**src/rtl/crc_arbiter.sv**
```systemverilog
// Round-robin arbiter that time-shares one CRC engine among NUM_REQ requesters.
// Each job runs CLEAR -> SETUP -> RUN -> RESP, and a cycle timeout bounds RUN.
module crc_arbiter #(
  parameter int NUM_REQ = 4,
  parameter int TIMEOUT = 64,
  localparam int IDW = (NUM_REQ > 1) ? $clog2(NUM_REQ) : 1
) (
  input  logic                  clk,
  input  logic                  reset,
  input  logic [NUM_REQ-1:0]    req,
  input  logic [32*NUM_REQ-1:0] req_data,
  output logic [NUM_REQ-1:0]    gnt,
  output logic                  rsp_valid,
  output logic [IDW-1:0]        rsp_id,
  output logic [15:0]           rsp_crc,
  output logic                  rsp_err,
  output logic                  eng_reset_n,
  output logic                  eng_enable,
  output logic [31:0]           eng_data,
  input  logic [15:0]           eng_crc,
  input  logic                  eng_crc_done
);

  localparam logic [2:0] S_IDLE  = 3'd0;
  localparam logic [2:0] S_CLEAR = 3'd1;
  localparam logic [2:0] S_SETUP = 3'd2;
  localparam logic [2:0] S_RUN   = 3'd3;
  localparam logic [2:0] S_RESP  = 3'd4;

  localparam int CW = $clog2(TIMEOUT);
  localparam logic [CW-1:0] TLAST = CW'(TIMEOUT - 1);

  logic [2:0]     state;
  logic [IDW-1:0] rr_ptr;
  logic [IDW-1:0] owner;
  logic [CW-1:0]  cnt;

  logic           found;
  logic [IDW-1:0] sel;
  logic [31:0]    sel_word;
  logic [IDW-1:0] next_ptr;

  // First set request at or after rr_ptr, searching upward with wrap.
  always_comb begin
    found    = 1'b0;
    sel      = '0;
    sel_word = '0;
    for (int unsigned k = 0; k < NUM_REQ; k++) begin
      int unsigned idx;
      idx = (int'(rr_ptr) + k) % NUM_REQ;
      if (!found && req[idx]) begin
        found    = 1'b1;
        sel      = IDW'(idx);
        sel_word = req_data[32*idx +: 32];
      end
    end
  end

  assign next_ptr = IDW'((int'(owner) + 1) % NUM_REQ);

  always_ff @(posedge clk) begin
    if (reset) begin
      state       <= S_IDLE;
      rr_ptr      <= '0;
      owner       <= '0;
      cnt         <= '0;
      gnt         <= '0;
      rsp_valid   <= 1'b0;
      rsp_id      <= '0;
      rsp_crc     <= '0;
      rsp_err     <= 1'b0;
      eng_reset_n <= 1'b0;
      eng_enable  <= 1'b0;
      eng_data    <= '0;
    end else begin
      case (state)
        S_IDLE: begin
          eng_reset_n <= 1'b1;
          eng_enable  <= 1'b0;
          gnt         <= '0;
          if (found) begin
            owner       <= sel;
            gnt         <= NUM_REQ'(1) << sel;
            eng_data    <= sel_word;
            eng_reset_n <= 1'b0;
            state       <= S_CLEAR;
          end
        end
        S_CLEAR: begin
          eng_reset_n <= 1'b1;
          state       <= S_SETUP;
        end
        S_SETUP: begin
          cnt        <= '0;
          eng_enable <= 1'b1;
          state      <= S_RUN;
        end
        S_RUN: begin
          // Done takes priority over a timeout landing in the same cycle.
          if (eng_crc_done || cnt == TLAST) begin
            rsp_crc    <= eng_crc_done ? eng_crc : 16'h0000;
            rsp_err    <= !eng_crc_done;
            rsp_id     <= owner;
            rsp_valid  <= 1'b1;
            eng_enable <= 1'b0;
            state      <= S_RESP;
          end else begin
            cnt <= cnt + 1'b1;
          end
        end
        S_RESP: begin
          rsp_valid <= 1'b0;
          gnt       <= '0;
          rr_ptr    <= next_ptr;
          state     <= S_IDLE;
        end
        default: state <= S_IDLE;
      endcase
    end
  end

endmodule
```
**config.mk**
```make
export PLATFORM = sky130hd
export DESIGN_NAME = crc_arbiter
export DESIGN_NICKNAME = d
export VERILOG_FILES = /design/src/rtl/crc_arbiter.sv
export SDC_FILE = /design/constraint.sdc
export NUM_CORES = 1
export LEC_CHECK = 0
export BUFFER_PORTS_ARGS = -buffer_cell sky130_fd_sc_hd__buf_4
export CORE_MARGIN = 2
export CORE_UTILIZATION = 31
export DETAILED_ROUTE_END_ITERATION = 10
export PLACE_DENSITY_LB_ADDON = 0.1
export SLEW_MARGIN = 20
export SYNTH_ARGS = -nofsm -noshare
export SYNTH_HDL_FRONTEND = slang
export SYNTH_SLANG_ARGS = --single-unit
```
**constraint.sdc**
```tcl
create_clock -name clk -period 3.43 [get_ports clk]
set_input_delay 0.5145 -clock clk [delete_from_list [all_inputs] [get_ports clk]]
set_output_delay 0.5145 -clock clk [all_outputs]
set_load 0.005 [all_outputs]
```
Word level (Yosys, flattened, before mapping)
Cells that the tools add are included.

Add/subtract/negate cells: 5. Multipliers: 0. Div/mod/pow operators: 0. Magnitude comparators: 4. Equal/unequal tests: 8. Shifts and indexed selects: 5. Muxes and demuxes: 34. Bitwise logic cells: 0. Reduce and logical (&&, ||, !) cells: 20.

Operators with widths (number): variable part select 128 x 8 -> 32 bit (4); two-way mux 32 bit (4); two-way mux 16 bit (1); less-than comparator 2 x 3 -> 1 bit (second input constant) (4); case mux 3 bit (4 select lines) (1); case mux 6 bit (2 select lines) (1); AND reduction 2 bit (6); two-way mux 1 bit (11); binary-select mux 1 bit (select 2 bit) (4); two-way mux 2 bit (4); case mux 4 bit (2 select lines) (1); nonzero test 2 bit (4); adder 6 x 1 -> 6 bit (second input constant) (1); == test 3 x 2 -> 1 bit (second input constant) (2); == test 6 bit (second input constant) (1); two-way mux 3 bit (2); two-way mux 6 bit (1); inequality test 2 bit (second input constant) (3); adder 2 x 1 -> 2 bit (second input constant) (2); adder 2 bit (second input constant) (2); logical NOT 1 bit (4); two-way mux 4 bit (1); case mux 1 bit (2 select lines) (2); left shift 1 x 2 -> 4 bit (first input constant) (1); other kinds (7) (9).

Bits in registers: 71. Latch bits: 0. Memory bits (writable): 0. Bits in read-only memories: 0. Bits of input ports: 151. Memories kept: 0.

Logic depth before layout (Yosys ltp)
Gate-level depths: netlist (run 1).

Depth in word-level cells: 15. Gate-level depth with buffers: 8.

Worst setup path before layout (run 1)
OpenSTA, ideal clock, no wires.

Path kind: input port to flip-flop. Start point: input port req[1]. End point: register eng_data[4]. Library setup time: 0.134 ns. Data arrival time: 1.929 ns. Data required time: 3.296 ns. Setup slack: 1.367 ns. Stages: 7. Cells stage by stage: buf_4 -> mux4_2 -> buf_6 -> nand2_1 -> o2111ai_1 -> a2111oi_0 -> a211oi_1.

Word-level cells in the longest chain between the ends: 13. Elaborated cells between the ends (all ways): 23.

RTL lines: start: declaration (line 10) `input logic [NUM_REQ-1:0] req,`; binary-select mux 1 bit (select 2 bit) (line 51) `if (!found && req[idx]) begin`; two-way mux 1 bit (not written as such) (line 51); two-way mux 1 bit (line 51); logical NOT 1 bit (line 51); logical AND 1 bit (line 51); two-way mux 1 bit (line 51); logical NOT 1 bit (line 51); logical AND 1 bit (line 51); two-way mux 1 bit (line 51); logical NOT 1 bit (line 51); logical AND 1 bit (line 51); two-way mux 1 bit (line 51); AND reduction 2 bit (no line); end signal: assignment (line 84) `eng_data <= sel_word;`; end: declaration (line 19) `output logic [31:0] eng_data,`.

Several ways; a longest one is shown, not always the timed one. The select of a mux whose other input is x is not followed. A chain may end at the register's enable or synchronous reset.

Final worst setup path (run 1)
Start point: register rr_ptr[1]. End point: register eng_data[4].

Word-level cells in the longest chain between the ends: 13. Elaborated cells between the ends (all ways): 30.

RTL lines: start: declaration (line 34) `logic [IDW-1:0] rr_ptr;`; start signal: assignment (line 114) `rr_ptr <= next_ptr;`; parallel branches: the longest is 13 deep, another holds adder 2 x 1 -> 2 bit.

Parallel ways; which one is timed is not known. The select of a mux whose other input is x is not followed.

==> results.yml, run 1 <==
logic_synthesis:
  synth_area_per_cell_um2: 8.71
  synth_cells: 705
  mappedNetlistArea_mm2: 0.00614
  ys.flop_type: "dfxtp_1"
  yosys-top-cells-area: "dfxtp_1 (23%), mux4_2 (12%), mux2i_1 (9.5%)"
  synth_top_cell_by_area: "dfxtp_1"
  synth.net_count: 857
  synth_cell_type_count: 59
  ys_seq_elements: 71
  yosys_warnings: 0
  synthTopCellsByCount: "nor2_1 (122), dfxtp_1 (71), a221oi_1 (65)"
  synth_async_sr_flop_share_pct: 0
  synthMostInstantiatedCell: "nor2_1"
  synth_top_area_share_pct: 23.1
  synth_edf_count: 0
  ys_seq_area_share_pct: 23.1
critical_path:
  path_cells: "mux4_2, nand2_1, o2111ai_1, a2111oi_0, a211oi_1"
  rrSetupSlack_ps: 750
  arrival_ps: 2870
  r2r_end: "eng_data[4]$_SDFFE_PP0P_"
  reg2regPathDepth: 5
  worstPathRequired_ps: 3630
  crit_start: "rr_ptr[1]$_SDFFE_PP0P_"
  critPathLaunchType: "register"
  cp_max_fo: 32
  criticalPathCategory: "register to register"
  cp-end-kind: "register"
  cp_slowest_cell: "dfxtp_2"
  cp_slowest_stage_delay_ps: 810
  timing.rr.start: "rr_ptr[1]$_SDFFE_PP0P_"
clock_network:
  clk_pin_slew_ps: 70
  postCtsSetupRepairBufs: 0
  h-tree-depth: 3
  cts_tree: "done"
  clk_latency_ps: 350
  post_cts_resized: 0
  clkSinkCount: 71
  cts_buffers: 9
  hold_buffers: 0
  clockRootBuffer: "clkbuf_16"
  clockBufferDepth: 2
place:
  dp.cells: 1119
  gp_congestion: 0.789
  place_area_mm2: 0.00783
  io_buffers: 208
  dpl.hpwl_mm: 15.9
finish:
  fin_area_mm2: 0.00812
  fin_nets: 1017
  drive_gt1_share_pct: 34.4
  fin_cells: 1135
  post-route-util_pct: 41.7
  insertedDiodeCount: 0
  syn2layout_area_growth_pct: 32.1
detailed_routing:
  vias: 6886
  route.detailed.drc: 0
  ant_nets: 0
  drt_first_pass_iters: 5
  drtIter0Drc: 472
  post_drt_wl_per_cell_um: 21.1
  wirelength_mm: 24.0
  vias_per_cell: 6.07
die:
  die-width_um: 145
  io_pins: 209
  core.rowCount: 51
  die_h_um: 145
  dieArea_mm2: 0.0210
  core_area_mm2: 0.0195
  start_util_pct: 31.6
timing:
  hold_ws_ps: 393
  period_needed_ps: 2680
  fin_skew_ps: 10.8
  final_hold_viol_count: 0
  tightest_slew_ps: 1110
  setup_viol_count_final: 0
  finalMaxSlewViolations: 0
  tns_ps: 0
  relSlewSlack_pct: 26.3
  max_clock_freq_ghz: 0.374
  rsz0062_at_grt: "false"
  fin_crit_sh_pct: 78.0
grt:
  antenna_found_initial: 0
  grt_pass1_wl_mm: 36.3
  grt_remaining_overflow: 0
  grt_max_degree: 96
  first_global_vias: 6787
  grt_use_total_pct: 22.2
status:
  outcome: "finished, final reports clean"
pwr:
  ir_drop_uv: 244
  power_leakage_uw: 0.00298
  pwr_density_cell_mw_per_mm2: 329
worst_hold_path:
  hold_path_startpoint: "eng_crc[4]"
  holdPathEnd: "rsp_crc[4]$_SDFFE_PP0P_"
  hold_depth: 3
  worstHoldPathType: "input pin to register"
job:
  max-cap-violations: 0
[report_power, final]
group	internal [uW]	total, uW	switching (uW)
registers	892	944	52.2
logic	387	773	386
clock network	512	954	442
total	1790	2670	880
[critical path: cells and delay by family (launching register included)]
| family | cells | cell delay, ps |
|---|---|---|
| muxes | 1 | 780 |
| DFF | 1 | 810 |
| and+or+nand+nor | 1 | 170 |
| AOI/OAI and AO/OA | 3 | 750 |
[layer usage]
layer  vias to the layer above  track usage (%)  share of wire (%)
met2                       287             37.3                 49
li1                       3140                -                  -
met3                        39             4.57                7.0
met1                      3420             28.2                 42
met4                         0             8.02                1.8
met5                         -                0                  0
[cell type report]
class                           instances  area, um2
Multi-Input combinational cell        553       4350
Tap cell                              265        332
Fill cell                            1973      11300
Sequential cell                        71       1430
Clock buffer                            9        225
Clock inverter                          7       66.3
Inverter                                5       18.8
Timing Repair Buffer                  225       1700
[placed cells by master, fill, tap and decap left out, drive strengths merged, types with 13 or more instances in the layout]
master / synthesis / routed
dfxtp: 71 / 71
o221ai: 13 / 13
mux2i: 58 / 58
buf: 42 / 225
nand2: 39 / 39
nor2: 122 / 122
a21oi: 31 / 31
a211oi: 13 / 13
a221oi: 65 / 65
o31a: 15 / 15
nand3: 15 / 15
a22oi: 26 / 26
mux4: 33 / 33
[logic make-up after synthesis]
family | share of synthesized area, %
compound gates | 30.9
xor+xnor | 0.570
fa+ha+maj | 0.204
buf+inv | 6.72
flops | 23.1
mux | 23.2
simple gates | 15.3
[flip-flops by register name, indices dropped and copies added, names as in the netlist]
register / count
rsp_err: 1
rr_ptr: 2
state: 3
cnt: 6
rsp_id: 2
rsp_valid: 1
eng_data: 32
rsp_crc: 16
eng_enable: 1
eng_reset_n: 1
owner: 2
gnt: 4
[how the worst max path moves through the flow]
stage                                     end  slack, ps  cells after the start
global placement    eng_data[30]$_SDFFE_PP0P_        720                      6
detailed placement   eng_data[4]$_SDFFE_PP0P_        670                      6
global route        eng_data[14]$_SDFFE_PP0P_        620                      5
CTS                  eng_data[4]$_SDFFE_PP0P_        740                      5
floorplan            eng_data[4]$_SDFFE_PP0P_       1370                      7
finish               eng_data[4]$_SDFFE_PP0P_        750                      5
[metrics by stage]
step	setup slack, ps	total power, uW
2_1_floorplan	1370	1340
3_3_place_gp	720	1710
3_5_place_dp	670	1730
4_1_cts	743	2710
5_1_grt	625	2810
6_report	754	2670
(Power assumes the default switching activity.)
==> inputs of run 2 (changes only) <==
==> constraint.sdc (replaced) <==
create_clock -name clk -period 2.5 [get_ports clk]
set_input_delay 0.375 -clock clk [delete_from_list [all_inputs] [get_ports clk]]
set_output_delay 0.375 -clock clk [all_outputs]
set_load 0.005 [all_outputs]
==> run 2 against run 1 <==
Net effect:
- non-clock buffer count grew 15
- sequential power grew 37%
- design area grew 1.8%
- combinational power grew 42%
- via count grew 0.15%
- count of clock-buffer cells in the layout is the same
- worst setup slack lost 580 ps
- die area is the same
==> results.yml, run 2 (same netlist as run 1, synthesis figures left out) <==
detailed_routing:
  post_drt_wl_per_cell_um: 20.9
  wirelength_mm: 24.1
  drtIter0Drc: 500
  route.detailed.drc: 0
  drt_first_pass_iters: 7
  ant_nets: 0
  vias_per_cell: 6.00
  vias: 6896
pwr:
  combPwrFrac_pct: 29.9
  ir_drop_uv: 335
  power_switching_uw: 1220
  power_leakage_uw: 0.00306
  seqPwrFrac_pct: 34.8
  pwr_density_cell_mw_per_mm2: 447
  switching_share_pct: 33.1
  p_int_uw: 2470
  p_clk_share_pct: 35.3
critical_path:
  worstPathRequired_ps: 2740
  reg2regPathDepth: 8
  cp-end-kind: "register"
  r2r_end: "eng_data[8]$_SDFFE_PP0P_"
  criticalPathCategory: "register to register"
  critPathLaunchType: "register"
  cp_max_fo: 28
  arrival_ps: 2570
  timing.rr.start: "rr_ptr[1]$_SDFFE_PP0P_"
  rrSetupSlack_ps: 170
grt:
  grt_most_used_layer: "met2"
  met3_usage_pct: 3.55
  grt_use_total_pct: 22.3
  antenna_found_initial: 0
  first_global_vias: 6812
  grt_pass1_wl_mm: 36.5
  grt_max_degree: 52
  grt_use_met1_pct: 29.2
  globalRouteMet2Util_pct: 37.1
  grt_remaining_overflow: 0
worst_hold_path:
  hold_depth: 3
  hold_path_startpoint: "eng_crc[2]"
  holdPathEnd: "rsp_crc[2]$_SDFFE_PP0P_"
  worstHoldPathType: "input pin to register"
timing:
  hold_ws_ps: 264
  relSlewSlack_pct: 29.1
  finalMaxSlewViolations: 0
  fin_ws_ps: 173
  tightest_slew_ps: 1060
  rsz0062_at_grt: "false"
  fin_skew_ps: 9.38
  final_hold_viol_count: 0
  fin_crit_sh_pct: 93.1
  period_needed_ps: 2330
  max_clock_freq_ghz: 0.430
  setup_viol_count_final: 0
finish:
  final_cell_mix: "buf_4 (236), nor2_1 (121), dfxtp_1 (69)"
  fin_nets: 1032
  largest_reg_flops: 32
  insertedDiodeCount: 0
  layout_commonest_cell: "buf_4"
  reg_top3: "eng_data: 32 flops, rsp_crc: 16 flops, cnt: 6 flops"
  fillers: 1917
  drive_gt1_share_pct: 35.5
  syn2layout_area_growth_pct: 34.5
  largest_register: "eng_data"
die:
  die_h_um: 145
  die-width_um: 145
  start_util_pct: 31.6
  dieArea_mm2: 0.0210
  io_pins: 209
  core.rowCount: 51
  core_area_mm2: 0.0195
place:
  io_buffers: 208
  gp_congestion: 0.858
  preCtsSetupSlack_ps: -12.8
  dpl.hpwl_mm: 16.1
clock_network:
  cts_buffers: 9
  h-tree-depth: 3
  clockRootBuffer: "clkbuf_16"
  postCtsSetupRepairBufs: 0
  clk_pin_slew_ps: 70
  cts_tree: "done"
  clkSinkCount: 71
  clk_latency_ps: 350
  clockBufferDepth: 2
status:
  outcome: "finished, final reports clean"
job:
  max-cap-violations: 0
-- run 2: timing repair --
action                                  in CTS  in global routing
hold buffers                                 0                  0
resized for setup                            0                  1
endpoints found under the setup margin       0                  1
-- run 2: critical path, cell delays in order (launching register included) --
cell,delay [ps]
dfxtp_2,360
buf_4,350
buf_4,290
nand4bb_1,160
a21oi_2,60
buf_4,230
a221oi_1,380
nor2_1,70
o31a_1,290
-- run 2: area by class of cell --
class / instances / area [um2] / share of cell area (%)
multi-input cells: 553 / 4350 / 52.6
repair buffers: 240 / 1850 / 22.4
flip-flops and latches: 71 / 1430 / 17.3
well taps: 265 / 332 / 4.01
clock buffers: 9 / 225 / 2.73
clock inverters: 7 / 60.1 / 0.727
inverters: 5 / 18.8 / 0.227
-- run 2: stage by stage --
| stage | setup TNS [ps] | power [uW] | cells | util (%) | cell area, um2 |
|---|---|---|---|---|---|
| floorplan | 0 | 1840 | 705 | - | 6140 |
| global placement | 0 | 2380 | 1134 | 41.0 | 7970 |
| detailed placement | -12.8 | 2410 | 1134 | 41.0 | 7970 |
| CTS | 0 | 3740 | 1150 | 42.4 | 8260 |
| global route | 0 | 3890 | 1150 | 42.5 | 8260 |
| finish | 0 | 3700 | 1150 | 42.5 | 8260 |
-- run 2: power groups by stage --
stage          logic (uW)  registers [uW]  clock network (uW)
6_report             1100            1290                1310
5_1_grt              1200            1300                1400
4_1_cts              1100            1290                1350
3_5_place_dp         1090            1310                   0
3_3_place_gp         1060            1310                   0
2_1_floorplan         533            1300                   0
-- run 2: worst max path at each step --
stage	startpoint	to	slack, ps	cells past startpoint
after global placement	req[2]	eng_data[2]$_SDFFE_PP0P_	90	6
after detailed placement	req[3]	eng_data[17]$_SDFFE_PP0P_	-10	7
after global routing	rr_ptr[1]$_SDFFE_PP0P_	eng_data[8]$_SDFFE_PP0P_	30	8
after floorplan	req[1]	eng_data[4]$_SDFFE_PP0P_	580	7
final	rr_ptr[1]$_SDFFE_PP0P_	eng_data[8]$_SDFFE_PP0P_	170	8
after CTS	rr_ptr[1]$_SDFFE_PP0P_	eng_data[17]$_SDFFE_PP0P_	170	5
-- run 2: layer usage --
metal	vias up	wire length, um
met5	-	0
met4	0	531
met3	43	1710
met2	318	11500
met1	3366	10400
li1	3169	-
==> inputs of run 3 (changes only) <==
--- a/config.mk
+++ b/config.mk
@@ -5,7 +5,7 @@
 export SDC_FILE = /design/constraint.sdc
 export NUM_CORES = 1
 export LEC_CHECK = 0
-export BUFFER_PORTS_ARGS = -buffer_cell sky130_fd_sc_hd__buf_4
+export BUFFER_PORTS_ARGS = -buffer_cell sky130_fd_sc_hd__buf_2
 export CORE_MARGIN = 2
 export CORE_UTILIZATION = 31
 export DETAILED_ROUTE_END_ITERATION = 10
==> run 3 against run 2 <==
Net effect:
- maximum frequency is 4.3% higher
- clock power about the same
- wire length increased by 0.34%
==> results.yml, run 3 (same netlist as run 1, synthesis figures left out) <==
timing:
  tightest_slew_ps: 638
  max_clock_freq_ghz: 0.448
  fin_crit_sh_pct: 89.3
  rsz0062_at_grt: "false"
  relSlewSlack_pct: 57.2
  period_needed_ps: 2230
  final_hold_viol_count: 0
  fin_skew_ps: 7.42
  tns_ps: 0
  setup_viol_count_final: 0
  finalMaxSlewViolations: 0
place:
  dp.cells: 1143
  gp_congestion: 0.820
  io_buffers: 208
  dpl.hpwl_mm: 16.3
clock_network:
  hold_buffers: 0
  postCtsSetupRepairBufs: 0
  h-tree-depth: 3
  clockRootBuffer: "clkbuf_16"
  clkSinkCount: 71
  cts_tree: "done"
  clk_latency_ps: 350
  post_cts_resized: 0
  clockBufferDepth: 2
  cts_buffers: 9
  clk_pin_slew_ps: 70
grt:
  grt_remaining_overflow: 0
  grt_max_degree: 44
  first_global_vias: 6917
  antenna_found_initial: 2
  grt_use_total_pct: 22.3
  grt_pass1_wl_mm: 36.4
detailed_routing:
  ant_nets: 0
  post_drt_wl_per_cell_um: 20.8
  wirelength_mm: 24.2
  route.detailed.drc: 0
  drtIter0Drc: 514
  vias: 6942
  drt_first_pass_iters: 4
  vias_per_cell: 5.98
worst_hold_path:
  holdPathEnd: "rsp_crc[7]$_SDFFE_PP0P_"
  hold_path_startpoint: "eng_crc[7]"
  worstHoldPathType: "input pin to register"
  hold_depth: 3
status:
  outcome: "finished, final reports clean"
pwr:
  seqPwrFrac_pct: 35.6
  p_clk_share_pct: 36.5
  ir_drop_uv: 335
  switching_share_pct: 34.1
  power_switching_uw: 1230
  p_int_uw: 2370
  combPwrFrac_pct: 27.8
  pwr_density_cell_mw_per_mm2: 457
  power_leakage_uw: 0.00298
finish:
  final_cell_mix: "buf_2 (208), nor2_1 (121), dfxtp_1 (69)"
  drive_gt1_share_pct: 36.0
  fillers: 1987
  fin_nets: 1041
  layout_commonest_cell: "buf_2"
  largest_reg_flops: 32
  reg_top3: "eng_data: 32 flops, rsp_crc: 16 flops, cnt: 6 flops"
  syn2layout_area_growth_pct: 28.1
  largest_register: "eng_data"
  fin_cells: 1160
critical_path:
  cp-end-kind: "register"
  cp_slowest_stage_delay_ps: 480
  worstPathRequired_ps: 2750
  arrival_ps: 2480
  criticalPathCategory: "register to register"
  path_cells: "buf_12, buf_12, nand4bb_1, a21oi_2, buf_4, a221oi_1, nor2_1, o31a_1"
  timing.rr.start: "rr_ptr[0]$_SDFFE_PP0P_"
  r2r_end: "eng_data[26]$_SDFFE_PP0P_"
  rrSetupSlack_ps: 270
  cpMostUsedCell: "buf_12"
  path_buf_inv: 3
  cp_max_fo: 28
  critPathLaunchType: "register"
  path_delay_family: "compound AO/OA/AOI/OAI gates"
  reg2regPathDepth: 8
  cp_slowest_cell: "dfxtp_4"
die:
  start_util_pct: 31.6
  die_h_um: 145
  die-width_um: 145
  core_area_mm2: 0.0195
  io_pins: 209
  core.rowCount: 51
  dieArea_mm2: 0.0210
job:
  max-cap-violations: 0
-- run 3: cell count changes in the layout (fill, tap and decap cells not counted) --
cell / before / now
nand3_2: 1 / 0
buf_12: 4 / 9
buf_4: 236 / 32
buf_2: 0 / 208
diode_2: 0 / 1
nand3_1: 14 / 15
-- run 3: worst max path at each step --
| stage | start | slack [ps] | cells past startpoint | to |
|---|---|---|---|---|
| after floorplan | req[1] | 580 | 7 | eng_data[4]$_SDFFE_PP0P_ |
| after global placement | req[2] | 320 | 6 | eng_data[15]$_SDFFE_PP0P_ |
| after detailed placement | rr_ptr[0]$_SDFFE_PP0P_ | 270 | 8 | eng_data[26]$_SDFFE_PP0P_ |
| after CTS | rr_ptr[0]$_SDFFE_PP0P_ | 270 | 8 | eng_data[26]$_SDFFE_PP0P_ |
| after global routing | rr_ptr[0]$_SDFFE_PP0P_ | 120 | 8 | eng_data[26]$_SDFFE_PP0P_ |
| final | rr_ptr[0]$_SDFFE_PP0P_ | 270 | 8 | eng_data[26]$_SDFFE_PP0P_ |
-- run 3: power by group through the flow --
stage               logic [uW]  clock network [uW]  registers, uW
finish                    1000                1310           1280
global route              1100                1400           1290
CTS                       1000                1370           1280
detailed placement         996                   0           1310
global placement           971                   0           1310
floorplan                  533                   0           1300
-- run 3: cell type report --
cell class,instances,area (um2),share of cell area (%)
multi-input cells,553,4350,55.2
clock inverters,7,60.1,0.763
flip-flops and latches,71,1430,18.1
clock buffers,9,225,2.86
repair buffers,249,1460,18.6
inverters,5,18.8,0.238
well taps,265,332,4.21
diodes,1,2.50,0.0318
-- run 3: per-stage QoR --
step	hold slack [ps]	total power, uW	cell area [um2]	util (%)	setup slack, ps
6_report	257	3600	7870	40.4	268
5_1_grt	261	3790	7870	40.4	116
4_1_cts	245	3650	7870	40.4	272
3_5_place_dp	451	2300	7580	39.0	275
3_3_place_gp	444	2280	7580	39.0	318
2_1_floorplan	450	1840	6140	-	576
-- run 3: worst reg2reg max path, delay by kind of cell (launching register included) --
kind / cells / cell delay [ps]
AND/OR/NAND/NOR: 2 / 250
buffers and inverters: 3 / 680
flip-flops: 1 / 480
AO/OA/AOI/OAI: 3 / 710
-- run 3: per-layer routing --
layer | GRT usage [%] | part of all wire, %
met1 | 27.5 | 42
met4 | 9.30 | 1.7
met5 | 0 | 0.062
met3 | 4.18 | 6.8
met2 | 38.2 | 50
